==> src/rtl/rvfi_seq_pkg.sv <==
// Shared types for the RVFI retirement sequencer: the packed retirement packet
// and the run-sequencing FSM states.
package rvfi_seq_pkg;

    typedef struct packed {
        logic [63:0] order;
        logic [31:0] insn;
        logic        trap;
        logic        halt;
        logic        intr;
        logic [4:0]  rs1_addr;
        logic [4:0]  rs2_addr;
        logic [4:0]  rd_addr;
        logic [31:0] rs1_rdata;
        logic [31:0] rs2_rdata;
        logic [31:0] rd_wdata;
        logic [31:0] pc_rdata;
        logic [31:0] pc_wdata;
        logic [31:0] mem_addr;
        logic [3:0]  mem_rmask;
        logic [3:0]  mem_wmask;
        logic [31:0] mem_rdata;
        logic [31:0] mem_wdata;
    } rvfi_pkt_t;

    typedef enum logic [2:0] {
        IDLE  = 3'd0,
        RUN   = 3'd1,
        DRAIN = 3'd2,
        DONE  = 3'd3,
        ERROR = 3'd4
    } seq_state_t;

endpackage

==> src/rtl/rvfi_sync_fifo.sv <==
// Synchronous FIFO for retirement packets. Head is registered storage only (no
// write-through), and reads as zero while empty.
module rvfi_sync_fifo
    import rvfi_seq_pkg::*;
#(
    parameter int  DEPTH = 8,
    parameter type pkt_t = rvfi_pkt_t,
    localparam int AW    = $clog2(DEPTH)
) (
    input  logic        clk,
    input  logic        reset,
    input  logic        push_i,
    input  pkt_t        push_data_i,
    input  logic        pop_i,
    output pkt_t        head_o,
    output logic        full_o,
    output logic        empty_o,
    output logic [AW:0] count_o
);

    pkt_t          mem_q [DEPTH];
    logic [AW-1:0] wr_q, rd_q;
    logic [AW:0]   cnt_q;
    logic          push_ok, pop_ok;

    assign empty_o = (cnt_q == '0);
    assign full_o  = (cnt_q == (AW+1)'(DEPTH));
    assign pop_ok  = pop_i && !empty_o;
    // A write into a full FIFO is legal only when the head leaves in the same cycle.
    assign push_ok = push_i && (!full_o || pop_ok);
    assign count_o = cnt_q;
    assign head_o  = empty_o ? '0 : mem_q[rd_q];

    always_ff @(posedge clk) begin
        if (reset) begin
            wr_q  <= '0;
            rd_q  <= '0;
            cnt_q <= '0;
        end else begin
            if (push_ok) wr_q <= wr_q + 1'b1;
            if (pop_ok)  rd_q <= rd_q + 1'b1;
            case ({push_ok, pop_ok})
                2'b10:   cnt_q <= cnt_q + 1'b1;
                2'b01:   cnt_q <= cnt_q - 1'b1;
                default: cnt_q <= cnt_q;
            endcase
        end
    end

    always_ff @(posedge clk) begin
        if (push_ok) mem_q[wr_q] <= push_data_i;
    end

endmodule

==> src/rtl/rvfi_retire_sequencer.sv <==
// Captures RVFI retirements into a FIFO for the checker, checks order continuity,
// watches for stalls and sequences the run IDLE -> RUN -> DRAIN -> DONE / ERROR.
module rvfi_retire_sequencer
    import rvfi_seq_pkg::*;
#(
    parameter int DEPTH       = 8,
    parameter int CHECK_ORDER = 1,
    parameter int TIMEOUT     = 1024
) (
    input  logic                     clk,
    input  logic                     reset,
    input  logic                     enable,
    input  logic                     in_valid,
    input  rvfi_pkt_t                in_pkt,
    output logic                     out_valid,
    input  logic                     out_ready,
    output rvfi_pkt_t                out_pkt,
    output seq_state_t               state,
    output logic [$clog2(DEPTH):0]   fill,
    output logic [63:0]              retired,
    output logic                     err_overflow,
    output logic                     err_order,
    output logic                     err_timeout
);

    seq_state_t  state_q, state_d;
    logic [63:0] exp_order_q, retired_q;
    logic [31:0] wd_q, wd_d;
    logic        err_ovf_q, err_ord_q, err_to_q;
    logic        accept, pop, full, empty;
    logic        ovf_hit, ord_hit, wd_hit, any_err;

    assign accept  = in_valid && (state_q == RUN);
    assign pop     = out_valid && out_ready;
    assign ovf_hit = accept && full && !pop;
    assign ord_hit = (CHECK_ORDER != 0) && accept && (in_pkt.order != exp_order_q);
    assign wd_hit  = (TIMEOUT != 0) && (state_q == RUN) && !accept
                     && (wd_q + 32'd1 == 32'(TIMEOUT));
    assign any_err = ovf_hit || ord_hit || wd_hit;

    rvfi_sync_fifo #(.DEPTH(DEPTH), .pkt_t(rvfi_pkt_t)) u_fifo (
        .clk         (clk),
        .reset       (reset),
        .push_i      (accept),
        .push_data_i (in_pkt),
        .pop_i       (pop),
        .head_o      (out_pkt),
        .full_o      (full),
        .empty_o     (empty),
        .count_o     (fill)
    );

    assign out_valid    = !empty;
    assign state        = state_q;
    assign retired      = retired_q;
    assign err_overflow = err_ovf_q;
    assign err_order    = err_ord_q;
    assign err_timeout  = err_to_q;

    always_comb begin
        state_d = state_q;
        wd_d    = (state_q != RUN || accept) ? 32'd0 : wd_q + 32'd1;
        case (state_q)
            IDLE:  if (enable) state_d = RUN;
            RUN: begin
                // Errors outrank a halting packet and a disable in the same cycle.
                if (any_err)                    state_d = ERROR;
                else if (accept && in_pkt.halt) state_d = DRAIN;
                else if (!enable)               state_d = IDLE;
            end
            DRAIN: if (empty) state_d = DONE;
            default: state_d = state_q;
        endcase
    end

    always_ff @(posedge clk) begin
        if (reset) begin
            state_q     <= IDLE;
            exp_order_q <= '0;
            retired_q   <= '0;
            wd_q        <= '0;
            err_ovf_q   <= 1'b0;
            err_ord_q   <= 1'b0;
            err_to_q    <= 1'b0;
        end else begin
            state_q   <= state_d;
            wd_q      <= wd_d;
            err_ovf_q <= err_ovf_q | ovf_hit;
            err_ord_q <= err_ord_q | ord_hit;
            err_to_q  <= err_to_q | wd_hit;
            if (accept) begin
                exp_order_q <= in_pkt.order + 64'd1;
                retired_q   <= retired_q + 64'd1;
            end
        end
    end

endmodule

==> config.mk <==
export PLATFORM = sky130hd
export DESIGN_NAME = rvfi_retire_sequencer
export DESIGN_NICKNAME = d
export VERILOG_FILES = /design/src/rtl/rvfi_seq_pkg.sv /design/src/rtl/rvfi_sync_fifo.sv /design/src/rtl/rvfi_retire_sequencer.sv
export SDC_FILE = /design/constraint.sdc
export NUM_CORES = 2
export LEC_CHECK = 0
export CAP_MARGIN = 20
export CELL_PAD_IN_SITES_DETAIL_PLACEMENT = 1
export CELL_PAD_IN_SITES_GLOBAL_PLACEMENT = 2
export CORE_AREA = 2 2 585 471
export CTS_CLUSTER_DIAMETER = 40
export DETAILED_ROUTE_END_ITERATION = 8
export DIE_AREA = 0 0 587 473
export PLACE_DENSITY = 0.88
export SYNTH_ARGS = -nofsm -noshare
export SYNTH_HDL_FRONTEND = slang
export SYNTH_HIERARCHICAL = 1
export SYNTH_SLANG_ARGS = --single-unit
==> constraint.sdc <==
create_clock -name clk -period 65.9 [get_ports clk]
set_input_delay 13.18 -clock clk [delete_from_list [all_inputs] [get_ports clk]]
set_output_delay 13.18 -clock clk [all_outputs]
set_load 0.05 [all_outputs]
=== Word level (Yosys, flattened, before mapping) ===
Memories as Yosys holds them, arrays and structs flattened. A register that Yosys moved wholly into a read port is not among the register bits.
Index checks and enable logic that the tools add are counted.

* Flip-flop bits (word level): 176
* RAM bits: 3024
* Input bits: 383
* Output and inout bits: 453
* Word-level logic and storage cells: 68
* Memories kept: 1

* Add/sub/neg operators: 7
* Equal/unequal tests: 11
* Muxes and demuxes: 12
* Bitwise logic cells: 3
* Reduce and logical (&&, ||, !) cells: 24

{| class="wikitable"
|+ Memories
! memory !! depth !! bits a word !! rd ports !! clocked after Yosys merged registers in !! wr ports !! RTL line !! text
|-
| u_fifo.mem_q || 8 || 378 || 1 || 1 || 1 || rvfi_sync_fifo.sv:21 || <nowiki>pkt_t mem_q [DEPTH];</nowiki>
|}

{| class="wikitable"
|+ Operator list
! operator !! number
|-
| $mux W378 || 1
|-
| $add A64 B1 Y64 const B || 2
|-
| $ne A64 B64 Y1 || 1
|-
| $add A32 B1 Y32 const B || 1
|-
| $eq A32 B11 Y1 const B || 1
|-
| $mux W3 || 7
|-
| $logic_and A1 B1 Y1 || 10
|-
| $pmux W3 S3 || 1
|-
| $pmux W4 S2 || 1
|-
| $add A3 B1 Y3 const B || 2
|-
| $add A4 B1 Y4 const B || 1
|-
| $eq A4 B4 Y1 const B || 1
|-
| $logic_not A1 Y1 || 4
|-
| $logic_not A4 Y1 || 1
|-
| $logic_or A1 B1 Y1 || 4
|-
| $ne A4 B3 Y1 const B || 1
|-
| $reduce_and A4 Y1 || 1
|-
| $sub A4 B1 Y4 const B || 1
|-
| $eq A3 B1 Y1 const B || 1
|-
| $eq A3 B2 Y1 const B || 1
|-
| $logic_not A3 Y1 || 1
|-
| $ne A3 B1 Y1 const B || 1
|-
| $or A1 B1 Y1 || 3
|-
| $reduce_bool A3 Y1 || 1
|-
| 7 further kinds || 8
|}

=== Depth between registers and ports, before layout ===
* Depth after elaboration: 9
* Depth in mapped cells: 16
* Mapped depth without buffers: 13

=== By module ===
The synthesis kept the hierarchy.

{| class="wikitable"
|+ By module, submodules not included
! module !! instances !! cells an instance !! area an instance (um^2) !! seq. area each (um^2)
|-
| rvfi_sync_fifo || 1 || 4872 || 115659.7 || 91067.3
|-
| rvfi_retire_sequencer || 1 || 1075 || 8967.4 || 3323.2
|}

=== Least setup slack after synthesis ===
Ideal clock, no wire load.

* Path kind: input to register
* Start point: input port in_valid
* End point: memory u_fifo/mem_q[0][0] (netlist name) (enable)
* Library setup time: 2.042 ns
* Arrival: 50.073 ns
* Required time: 63.858 ns
* Slack: 13.785 ns
* Stages on the path: 8
* Buffers on the path: 4
* Path through: nand2_1 > inv_1 > clkbuf_1 > clkbuf_1 > buf_1 > clkbuf_1 > o21ai_2 > nor4_1

* Word-level cells in the longest chain between the ends: 4

{| class="wikitable"
|+ Ends and longest elaborated chain
! what !! RTL line !! text
|-
| start: declaration || rvfi_retire_sequencer.sv:13 || <nowiki>input logic in_valid,</nowiki>
|-
| $logic_and A1 B1 Y1 || rvfi_retire_sequencer.sv:33 || <nowiki>assign accept = in_valid && (state_q == RUN);</nowiki>
|-
| via accept || rvfi_retire_sequencer.sv:30 || <nowiki>logic accept, pop, full, empty;</nowiki>
|-
| $logic_and A1 B1 Y1 || rvfi_sync_fifo.sv:30 || <nowiki>assign push_ok = push_i && (!full_o || pop_ok);</nowiki>
|-
| $mux W1 || rvfi_sync_fifo.sv:51 || <nowiki>if (push_ok) mem_q[wr_q] <= push_data_i;</nowiki>
|-
| $mux W1 (implied by the code) || rvfi_sync_fifo.sv:51 ||
|-
| end: declaration || rvfi_sync_fifo.sv:21 ||
|}

The timed path passes the listed nets, and every way through them passes these cells.

==> impl_metrics.tcl <==
set metrics [dict create \
    status "finished clean" \
    clockBufferDepth 4 \
    hold_viol_final 0 \
    initialDrtViolationCount 6143 \
    ys_seq_area_frac 0.757 \
    fillCellCount 23800 \
    antenna_found_initial 77 \
    slew_violations 0 \
    ant_nets 0 \
    place_congestion 0.767 \
    power_density_nw_per_um2 31.2 \
    path_clk_slew_ns 0.06 \
    core_sq_um 272000 \
    max_stage_delay_ns 0.92 \
    vias_per_cell 5.85 \
    synth.net_count 6339 \
    post_cts_resized 0 \
    rows 172 \
    hold_path.startpoint "err_timeout$_SDFF_PP0_" \
    ir_drop_uv 26.5 \
    die_w_um 587 \
    synth.cell_area_sq_um 125000 \
    post_cts_buffers 0 \
    synth_edf_count 3024 \
    ctsHtreeMaxLevel 5 \
    worst_path_most_repeated_cell "buf_4" \
    crit_type "register to output pin" \
    cp_top_family "buffers and inverters" \
    synth_top_cell_area_share 0.729 \
    cts_tree "built" \
    syn_area_per_cell_sq_um 21.0 \
    clk_latency_ns 0.87 \
    p_leak_uw 0.0456 \
    ios 836 \
    netlist_instances 5947 \
    cp.arrival_ns 8.50 \
    post-route-drc-count 0 \
    port_buffers 835 \
    synth_commonest_cells "edfxtp_1 (3024), mux4_2 (756), nor2_1 (538), mux2i_1 (382), dfxtp_1 (179)" \
    drive_gt1_frac 0.216 \
    post-place-ws_ns 45.36 \
    worst-path-buf-inv 7 \
    synthToLayoutAreaGrowth_pct 20.7 \
    route.vias.total 64500 \
    max_cap_viol_count 0 \
    layout_setup_ws_ns 44.22 \
    post-route-period-util 0.329 \
    drt-pass1-iter-count 5 \
    gr-usage-all-layers 0.243 \
    relSlewSlack 0.240 \
    grt_max_degree 122 \
    rr_startpoint "u_fifo/count_o[1]$_SDFFE_PP0P_" \
    die_y_um 473 \
    routed_wl_um 342000 \
    synth_top_area_cell "edfxtp_1" \
    cts_buffers 402 \
    nets 7390 \
    ys_async_sr_fraction 0 \
    end_kind "output pin" \
    ys_types 73 \
    grt_pass1_wl_um 497000 \
    ys_seq_elements 3203 \
    finalSetupViolCount 0 \
    skew_ns 0.0441 \
    yosysWarnings 6 \
    yosys-top-cells-area "edfxtp_1 (73%), mux4_2 (14%), mux2i_1 (3.1%), dfxtp_1 (2.9%), nor2_1 (1.6%)" \
    grt_setup_unrepaired "no" \
    cts_sinks 3203 \
    hp-class "register to register" \
    start_util 0.457 \
    cts_hold_buffers 0 \
    cp_cell_sequence "buf_4, buf_4, buf_4, buf_4, buf_4, buf_4, mux4_2, mux2i_1, nor2_1, clkdlybuf4s50_1" \
    dieArea_sq_um 278000 \
    place_hpwl_um 190000 \
    cts-root-buf "clkbuf_16" \
    ys.flop_type "edfxtp_1" \
    cpMaxStageDelayCell "buf_4" \
    synth.most_common_cell "edfxtp_1" \
    fin_crit_ns 21.68 \
    gr-total-overflow 0 \
    grt_pass1_vias 69400 \
    crit_required_ns 52.72 \
    critPathMaxFanout 70 \
    wl_per_cell_um 31.0 \
    tns_ns 0 \
    tightestPinTransition_ns 1.14 \
    start_kind "register" \
    fmax_mhz 46.1 \
]
## layout by cell type (no fill, tap or decap), types with 52 or more instances in the layout
cell             instances
a21oi_1                 52
buf_4                  111
bufinv_16               52
clkbuf_16              406
clkdlybuf4s50_1        834
dfxtp_1                176
edfxtp_1              3024
mux2i_1                382
mux4_2                 756
nand2_1                 69
nand4_1                 64
nor2_1                 535
xnor2_1                146
xor2_1                  79
## registers in the layout, summed over array words and instances (netlist names), named ones only
signal / flops
u_fifo/mem_q: 3024
exp_order_q: 64
retired: 64
wd_q: 32
u_fifo/count_o: 4
state: 3
u_fifo/rd_q: 3
u_fifo/wr_q: 3
err_order: 1
err_overflow: 1
err_timeout: 1
## final cells by class
| cell class | instances | area, sq um | area share |
|---|---|---|---|
| Multi-Input combinational cell | 2407 | 28100 | 0.186 |
| Tap cell | 3654 | 4570 | 0.0304 |
| Clock inverter | 301 | 3450 | 0.0229 |
| Clock buffer | 439 | 10300 | 0.0686 |
| Antenna cell | 40 | 100 | 0.000665 |
| Timing Repair Buffer | 956 | 9430 | 0.0627 |
| Inverter | 28 | 124 | 0.000823 |
| Sequential cell | 3203 | 94400 | 0.627 |
## cells by family after synthesis
logic type / share of synthesized area
XOR/XNOR: 0.0158
multiplexers: 0.167
flip-flops: 0.757
adder cells (fa/ha/maj): 0.000964
buffers and inverters: 0.0179
AO/OA/AOI/OAI: 0.00761
AND/OR/NAND/NOR: 0.0329
## where the power goes
| part | switching (uW) | internal [uW] | leakage (uW) |
|---|---|---|---|
| clock network | 909 | 1350 | 0.00660 |
| logic | 120 | 60.7 | 0.0103 |
| registers | 8.02 | 2250 | 0.0287 |
## worst paths after layout
kind	to	slack, ns	cells past startpoint
worst min register to register	err_timeout$_SDFF_PP0_	0.47	1
worst max register to register	u_fifo/mem_q[0][208]$_DFFE_PP_	59.41	13
worst min-delay path	err_timeout$_SDFF_PP0_	0.47	1
worst max-delay path	out_pkt[172]	44.22	10
## per-stage QoR
step                      cell area, sq um  hold WS, ns   util  instances  total power, uW
after floorplan                     125000        0.441      -       5947             2400
after global placement              136000        0.449  0.501      10200             2470
after detailed placement            136000        0.468  0.501      10200             2480
after CTS                           150000        0.474  0.551      11000             4730
after global routing                150000        0.487  0.552      11000             4810
final                               150000        0.472  0.552      11000             4700
## per-layer routing
layer,global-route usage,part of all wire,vias to the layer above
met5,0,0.0014,-
met4,0.0788,0.030,76
met3,0.0610,0.082,628
met2,0.396,0.49,2909
met1,0.320,0.39,34400
li1,-,-,26500
Note: power is estimated with default switching activity, not from simulation.
